$ cat src/rtl/pc_redirect_unit.sv
// Fetch PC generator with prioritised redirect channels and a one-entry park buffer.
// Latency: an incoming redirect reaches pc after one edge; a parked one after the first pc_write edge.
// Backpressure: pc_write=0 holds pc; the best redirect seen while stalled is parked until fetch advances.
//
// Ports:
//   clk, reset        rising-edge clock, asynchronous active-high reset
//   pc_write          fetch advance enable (0 = stall)
//   redir_valid       per-channel redirect request, index 0 = highest priority
//   redir_target      channel i target at [i*XLEN +: XLEN]
//   pc                current fetch PC
//   pc_redirected     one-cycle pulse: pc was loaded from a redirect at the last edge
//   redir_pending     a parked redirect is waiting for pc_write
//   pending_src       channel index of the parked redirect
module pc_redirect_unit #(
    parameter int          XLEN       = 64,
    parameter logic [63:0] RESET_PC   = 64'h8000_0000,
    parameter int          NUM_REDIR  = 3,
    parameter int          INST_BYTES = 4,
    localparam int         SW         = (NUM_REDIR > 1) ? $clog2(NUM_REDIR) : 1
) (
    input  logic                      clk,
    input  logic                      reset,
    input  logic                      pc_write,
    input  logic [NUM_REDIR-1:0]      redir_valid,
    input  logic [NUM_REDIR*XLEN-1:0] redir_target,
    output logic [XLEN-1:0]           pc,
    output logic                      pc_redirected,
    output logic                      redir_pending,
    output logic [SW-1:0]             pending_src
);

    logic [XLEN-1:0] pending_target;

    // Winner among this cycle's requests: lowest asserted index.
    logic            win;
    logic [SW-1:0]   win_idx;
    logic [XLEN-1:0] win_tgt;

    always_comb begin
        win     = 1'b0;
        win_idx = '0;
        win_tgt = '0;
        // Walk from the lowest priority upward so the last hit is the winner.
        for (int i = NUM_REDIR - 1; i >= 0; i--) begin
            if (redir_valid[i]) begin
                win     = 1'b1;
                win_idx = SW'(i);
                win_tgt = redir_target[i*XLEN +: XLEN];
            end
        end
    end

    // Effective redirect: an incoming winner beats (or replaces, on equal
    // index) the parked entry; a younger-path incoming request is dropped.
    logic            take_new;
    logic            eff_vld;
    logic [SW-1:0]   eff_src;
    logic [XLEN-1:0] eff_tgt;

    always_comb begin
        take_new = win && (!redir_pending || (win_idx <= pending_src));
        eff_vld  = take_new || redir_pending;
        eff_src  = take_new ? win_idx : pending_src;
        eff_tgt  = take_new ? win_tgt : pending_target;
    end

    always_ff @(posedge clk or posedge reset) begin
        if (reset) begin
            pc             <= RESET_PC[XLEN-1:0];
            pc_redirected  <= 1'b0;
            redir_pending  <= 1'b0;
            pending_src    <= '0;
            pending_target <= '0;
        end else if (pc_write) begin
            // Sequential increment wraps modulo 2^XLEN; targets are used verbatim.
            pc            <= eff_vld ? eff_tgt : pc + XLEN'(INST_BYTES);
            pc_redirected <= eff_vld;
            redir_pending <= 1'b0;
        end else begin
            pc_redirected <= 1'b0;
            if (eff_vld) begin
                redir_pending  <= 1'b1;
                pending_src    <= eff_src;
                pending_target <= eff_tgt;
            end
        end
    end

endmodule

$ cat config.mk
export PLATFORM = sky130hd
export DESIGN_NAME = pc_redirect_unit
export DESIGN_NICKNAME = d
export VERILOG_FILES = /design/src/rtl/pc_redirect_unit.sv
export SDC_FILE = /design/constraint.sdc
export NUM_CORES = 1
export LEC_CHECK = 0
export BUFFER_PORTS_ARGS = -buffer_cell sky130_fd_sc_hd__buf_2
export CORE_ASPECT_RATIO = 1.4
export CORE_MARGIN = 2
export CORE_UTILIZATION = 30
export CTS_CLUSTER_SIZE = 30
export DETAILED_ROUTE_END_ITERATION = 6
export PLACE_DENSITY = 0.65
export SLEW_MARGIN = 40
export SYNTH_ARGS = -nofsm -noshare
export SYNTH_HDL_FRONTEND = slang
export SYNTH_SLANG_ARGS = --single-unit
$ cat constraint.sdc
create_clock -name clk -period 3.5 [get_ports clk]
set_input_delay 0.35 -clock clk [delete_from_list [all_inputs] [get_ports clk]]
set_output_delay 0.35 -clock clk [all_outputs]
set_load 0.02 [all_outputs]
==> impl_metrics.py, run 1 <==
metrics = {
    "status": {
        "status": "complete, but fails checks",
        "violations": "hold timing",
    },
    "worst_setup_path": {
        "reg2reg_depth": 6,
        "cp.required_ps": 3810,
        "r2r_start": "pc[11]$_DFFE_PP0P_",
        "reg2reg_to": "pc[61]$_DFFE_PP0P_",
        "crit_chain": "nand4_1 > nor4_4 > nand4_1 > nor4_1 > o21ai_0 > a221o_1",
        "crit_path_end_kind": "register",
        "worstSetupPathType": "register to register",
        "ff2ff_setup_slack_ps": 680,
        "cpMostUsedCell": "nand4_1",
        "slowest_delay_ps": 590,
        "cp-start-kind": "register",
        "worstPathArrival_ps": 3120,
        "slowest_stage": "nor4_4",
        "cp_max_fo": 7,
    },
    "drt": {
        "ant_nets": 0,
        "num_vias": 8864,
        "wl_per_cell_um": 19.7,
        "viasPerCell": 5.46,
        "drtIter0Drc": 960,
        "drc_errors": 0,
        "wl_mm": 32.0,
        "drt_first_pass_iters": 6,
    },
    "worst_hold_path": {
        "hold_path_class": "primary input to async pin",
    },
    "layout": {
        "final_cells": 1624,
        "n_antenna_cell": 0,
        "utilization_pct": 39.0,
        "drive_gt1_share_pct": 29.6,
        "nets": 1442,
        "fin_area_um2": 10800,
        "syn2layout_area_growth_pct": 28.0,
        "fillCellCount": 2809,
    },
    "sta": {
        "final_hold_viol_count": 1,
        "min_period_over_period_pct": 80.5,
        "min_period_ps": 2820,
        "rsz0062_at_grt": "no",
        "fin_ws_ps": 684,
        "finalClockSkew_ps": 6.70,
        "finalSetupTns_ps": 0,
        "slew_violations": 0,
        "holdWs_ps": -3.29,
        "setup_viol": 0,
        "tightest_slew_ps": 729,
        "timing.fmax_mhz": 355,
        "maxSlewHeadroom_pct": 50.9,
    },
    "cts": {
        "clockBufferDepth": 2,
        "clockRootBuffer": "clkbuf_16",
        "clock_sinks": 132,
        "clk_pin_slew_ps": 60,
        "cts_htree_levels": 4,
        "cts_tree": "done",
        "insertion_delay_ps": 430,
        "cts.hold.buffers_added": 0,
        "cts_buffers": 17,
        "cts_setup_buffers": 0,
        "cts_resized": 0,
    },
    "synth": {
        "syn_inst": 1014,
        "synth_area_um2": 8410,
        "synth.avg_cell_area_um2": 8.29,
        "synth_cell_types": 69,
        "ys_warn_count": 0,
        "synth_top_area_share_pct": 39.0,
        "async_reset_ff_share_pct": 100,
        "yosysTopAreaCell": "dfrtp_1",
        "ys.flop_type": "dfrtp_1",
        "syn_nets": 1215,
        "synth_seq_area_share_pct": 39.3,
        "synth_edf_count": 0,
        "ys_ff_latch": 132,
        "synth_area_leaders": "dfrtp_1 (39%), nand2_1 (7.0%), o21ai_0 (6.3%), a22oi_1 (5.8%), nor2_1 (4.0%)",
    },
    "power": {
        "internal-power_mw": 3.69,
        "power.switching_mw": 2.00,
        "vdd_drop_max_mv": 0.326,
        "p_leak_nw": 4.76,
        "p_comb_share_pct": 26.2,
        "power_density_nw_per_um2": 530,
        "p_seq_share_pct": 38.6,
        "power_frac_clock_pct": 35.2,
        "switching_share_pct": 35.1,
        "fin_total_pwr_mw": 5.70,
    },
    "placed_design": {
        "dp.cells": 1592,
        "dp_hpwl_mm": 24.0,
        "port_buffers": 265,
        "post-place-ws_ps": 527,
        "placed_area_um2": 10100,
        "place_congestion": 0.899,
    },
    "die": {
        "rows": 72,
        "io_pins": 266,
        "dieArea_um2": 29400,
        "die_x_um": 145,
        "start_util_pct": 30.5,
        "coreArea_um2": 27600,
        "die_h_um": 202,
    },
    "global_routing": {
        "antenna_found_initial": 0,
        "grt_use_total_pct": 21.6,
        "grt_start_max_net_pins": 70,
        "grt_pass1_wl_mm": 49.5,
        "first_global_vias": 8453,
        "grt.overflow.total": 0,
    },
    "job": {
        "maxCapViolations": 0,
    },
}
logic make-up after synthesis:
logic type | after synthesis | synth area share (%)
simple gates | 393 | 22.4
compound gates | 324 | 25.1
flops | 132 | 39.3
buf+inv | 94 | 4.81
mux | 37 | 4.76
xor+xnor | 31 | 3.23
fa+ha+maj | 3 | 0.447
flip-flops by register name, summed over array words and instances, names as in the netlist:
register	count
pc_redirected	1
pending_src	2
pc	64
redir_pending	1
pending_target	64
power by group through the flow:
stage	clock network [mW]	registers, mW	logic, mW
after detailed placement	0	2.21	1.49
after global routing	2.08	2.24	1.64
after floorplan	0	2.28	0.770
after global placement	0	2.20	1.46
after CTS	2.02	2.19	1.50
final	2.00	2.20	1.49
cell usage in the layout (no fill, tap or decap), drive strengths merged, types with 8 or more instances in the layout:
| master | n |
|---|---|
| nor2b | 8 |
| a221oi | 11 |
| a22oi | 65 |
| o221ai | 8 |
| a21boi | 12 |
| and4 | 10 |
| o21ai | 106 |
| inv | 11 |
| nand3 | 33 |
| nor4 | 12 |
| xor2 | 15 |
| buf | 290 |
| xnor2 | 16 |
| clkbuf | 17 |
| and3 | 19 |
| nand2 | 156 |
| a21oi | 60 |
| and2 | 9 |
| mux2 | 24 |
| a21o | 8 |
| o211ai | 17 |
| dfrtp | 131 |
| a221o | 9 |
| nor3 | 14 |
| nand4 | 27 |
| nor2 | 91 |
| mux2i | 13 |
metal layers:
layer	GRT usage [%]	part of all wire [%]	up-vias
met4	7.18	2.6	0
met2	35.6	48	431
met3	4.18	7.1	56
li1	-	-	4177
met1	28.5	42	4200
met5	0	0	-
final cells by class:
class                   count  area (um2)  share of cell area, %
multi-input cells         788        4730                   44.0
flip-flops and latches    132        3300                   30.7
repair buffers            290        1550                   14.4
well taps                 370         463                   4.30
clock buffers              17         425                   3.96
clock inverters            15         230                   2.14
inverters                  12        48.8                  0.454
critical path, delay by kind of cell, from the launching register on:
family | cells | cell delay (ps)
AND/OR/NAND/NOR | 4 | 1740
flip-flops | 1 | 480
AO/OA/AOI/OAI | 2 | 480
Yosys cell counts (all sizes together) (17+ instances only):
master and instances:
dfrtp 131, a22oi 65, o21ai 106, mux2 24
nand3 33, nor2 91, and3 19, clkbuf 66
a21oi 60, nand2 156, o211ai 17, nand4 27
worst max path at each step:
| stage | from | to | slack, ps | depth (start not counted) |
|---|---|---|---|---|
| global placement | redir_valid[1] | pc[30]$_DFFE_PP0P_ | 630 | 11 |
| detailed placement | redir_valid[1] | pc[30]$_DFFE_PP0P_ | 530 | 11 |
| CTS | pc[10]$_DFFE_PP0P_ | pc[61]$_DFFE_PP0P_ | 740 | 6 |
| global route | pc[10]$_DFFE_PP0P_ | pc[51]$_DFFE_PP0P_ | 550 | 6 |
| floorplan | redir_valid[1] | pc[19]$_DFFE_PP0P_ | 310 | 13 |
| finish | pc[11]$_DFFE_PP0P_ | pc[61]$_DFFE_PP0P_ | 680 | 6 |
Note: power is estimated with default switching activity, not from simulation.
==> inputs of run 2 (changes only) <==
--- a/config.mk
+++ b/config.mk
@@ -11,7 +11,7 @@
 export CORE_UTILIZATION = 30
 export CTS_CLUSTER_SIZE = 30
 export DETAILED_ROUTE_END_ITERATION = 6
-export PLACE_DENSITY = 0.65
+export PLACE_DENSITY = 0.63
 export SLEW_MARGIN = 40
 export SYNTH_ARGS = -nofsm -noshare
 export SYNTH_HDL_FRONTEND = slang
==> constraint.sdc (replaced) <==
create_clock -name clk -period 2.65 [get_ports clk]
set_input_delay 0.265 -clock clk [delete_from_list [all_inputs] [get_ports clk]]
set_output_delay 0.265 -clock clk [all_outputs]
set_load 0.02 [all_outputs]
==> impl_metrics.py, run 2 (synthesis gave the netlist of run 1 again) <==
metrics = {
    "cts": {
        "clk_pin_slew_ps": 60,
        "cts_resized": 0,
        "insertion_delay_ps": 420,
        "cts_buffers": 17,
        "clockRootBuffer": "clkbuf_16",
        "cts_htree_levels": 4,
        "cts_tree": "done",
        "clock_sinks": 132,
        "clockBufferDepth": 2,
    },
    "power": {
        "vdd_drop_max_mv": 0.419,
        "p_seq_share_pct": 37.6,
        "p_comb_share_pct": 29.3,
        "internal-power_mw": 4.88,
        "power.switching_mw": 2.60,
        "fin_total_pwr_mw": 7.48,
        "power_density_nw_per_um2": 676,
        "p_leak_nw": 4.94,
        "power_frac_clock_pct": 33.1,
        "switching_share_pct": 34.7,
    },
    "sta": {
        "min_period_ps": 2520,
        "finalClockSkew_ps": 9.08,
        "timing.fmax_mhz": 397,
        "tightest_slew_ps": 716,
        "min_period_over_period_pct": 95.1,
        "rsz0062_at_grt": "no",
        "setup_viol": 0,
        "holdWs_ps": 167,
        "maxSlewHeadroom_pct": 51.8,
        "slew_violations": 0,
        "final_hold_viol_count": 0,
        "finalSetupTns_ps": 0,
    },
    "die": {
        "die_h_um": 202,
        "coreArea_um2": 27600,
        "rows": 72,
        "start_util_pct": 30.5,
        "dieArea_um2": 29400,
        "io_pins": 266,
        "die_x_um": 145,
    },
    "layout": {
        "utilization_pct": 40.1,
        "nets": 1480,
        "mostFrequentLayoutCells": "buf_2 (264), nand2_1 (155), dfrtp_1 (131)",
        "n_antenna_cell": 0,
        "fin_area_um2": 11100,
        "syn2layout_area_growth_pct": 31.5,
        "drive_gt1_share_pct": 31.1,
        "layout_commonest_cell": "buf_2",
        "top_regs": "pc (64), pending_target (64), pending_src (2)",
    },
    "drt": {
        "drc_errors": 0,
        "drt_first_pass_iters": 5,
        "wl_per_cell_um": 19.4,
        "viasPerCell": 5.40,
        "wl_mm": 32.3,
        "num_vias": 8969,
        "drtIter0Drc": 893,
        "ant_nets": 0,
    },
    "global_routing": {
        "antenna_found_initial": 0,
        "top_usage_layer": "met2",
        "grt.overflow.total": 0,
        "first_global_vias": 8686,
        "grt_pass1_wl_mm": 50.0,
        "grt_start_max_net_pins": 102,
        "met1_usage_pct": 28.8,
        "grt_util_met2_pct": 36.5,
        "grt_use_total_pct": 21.9,
        "grt_use_met3_pct": 3.81,
    },
    "status": {
        "status": "finished clean",
    },
    "worst_setup_path": {
        "reg2reg_depth": 7,
        "cp.required_ps": 2950,
        "worstPathArrival_ps": 2820,
        "cp-start-kind": "register",
        "cp_max_fo": 6,
        "worstSetupPathType": "register to register",
        "crit_path_end_kind": "register",
    },
    "placed_design": {
        "port_buffers": 265,
        "place_congestion": 0.891,
        "dp_hpwl_mm": 24.6,
        "placed_area_um2": 10400,
    },
    "worst_hold_path": {
        "hold_path_class": "primary input to register",
        "hold_depth": 3,
    },
    "job": {
        "maxCapViolations": 0,
    },
}
## run 2: changes by cell type in the layout (fill, tap and decap cells not counted), sizes merged
cell         delta
dlygate4sd3     +1
clkinv          -1
clkbuf          +5
inv             -2
bufinv          -1
buf            +37
clkinvlp        -1
## run 2: final timing paths
| check | to | start | slack, ps |
|---|---|---|---|
| max in group asynchronous | pc[31]$_DFFE_PP1P_ | reset | 1490 |
| min in group asynchronous | pc[17]$_DFFE_PP0P_ | reset | 420 |
| worst min-delay path | pending_target[10]$_DFFE_PP0P_ | redir_target[10] | 170 |
| worst max register to register | pc[60]$_DFFE_PP0P_ | pc[2]$_DFFE_PP0P_ | 130 |
| worst max-delay path | pc[60]$_DFFE_PP0P_ | pc[2]$_DFFE_PP0P_ | 130 |
| worst min register to register | pending_target[9]$_DFFE_PP0P_ | pending_target[9]$_DFFE_PP0P_ | 480 |
## run 2: critical path, cell delays in order, from the launching register on
cell     delay, ps
dfrtp_1        430
ha_1           230
and3_2         240
nand4_1        210
or4_4          610
nor4_4         310
o21ai_1         80
a221o_1        300
## run 2: per-layer routing
layer	vias to the layer above	share of wire [%]	wire, um
met1	4242	42	13700
met3	39	6.7	2170
met5	-	0	0
met4	0	2.2	710
li1	4259	-	-
met2	429	49	15800
## run 2: timing repair
action | CTS | global route
setup buffers | 0 | 0
hold endpoints to repair | 13 | 0
hold buffers | 1 | 0
## run 2: layout make-up
type | count | area [um2]
clock buffers | 22 | 444
multi-input cells | 788 | 4730
repair buffers | 328 | 1910
well taps | 370 | 463
inverters | 12 | 48.8
fillers | 2815 | 16500
flip-flops and latches | 132 | 3300
clock inverters | 10 | 159
## run 2: metrics by stage
stage	instances	setup WS (ps)
global placement	1629	102
detailed placement	1629	98.8
floorplan	1014	-63.9
CTS	1662	151
global route	1662	64.9
finish	1662	130
## run 2: power by group through the flow
stage          sequential [mW]  combinational (mW)  clock, mW
2_1_floorplan             3.01                1.02          0
3_3_place_gp              2.82                2.15          0
3_5_place_dp              2.83                2.19          0
4_1_cts                   2.80                2.20       2.50
5_1_grt                   2.87                2.41       2.58
6_report                  2.81                2.19       2.47
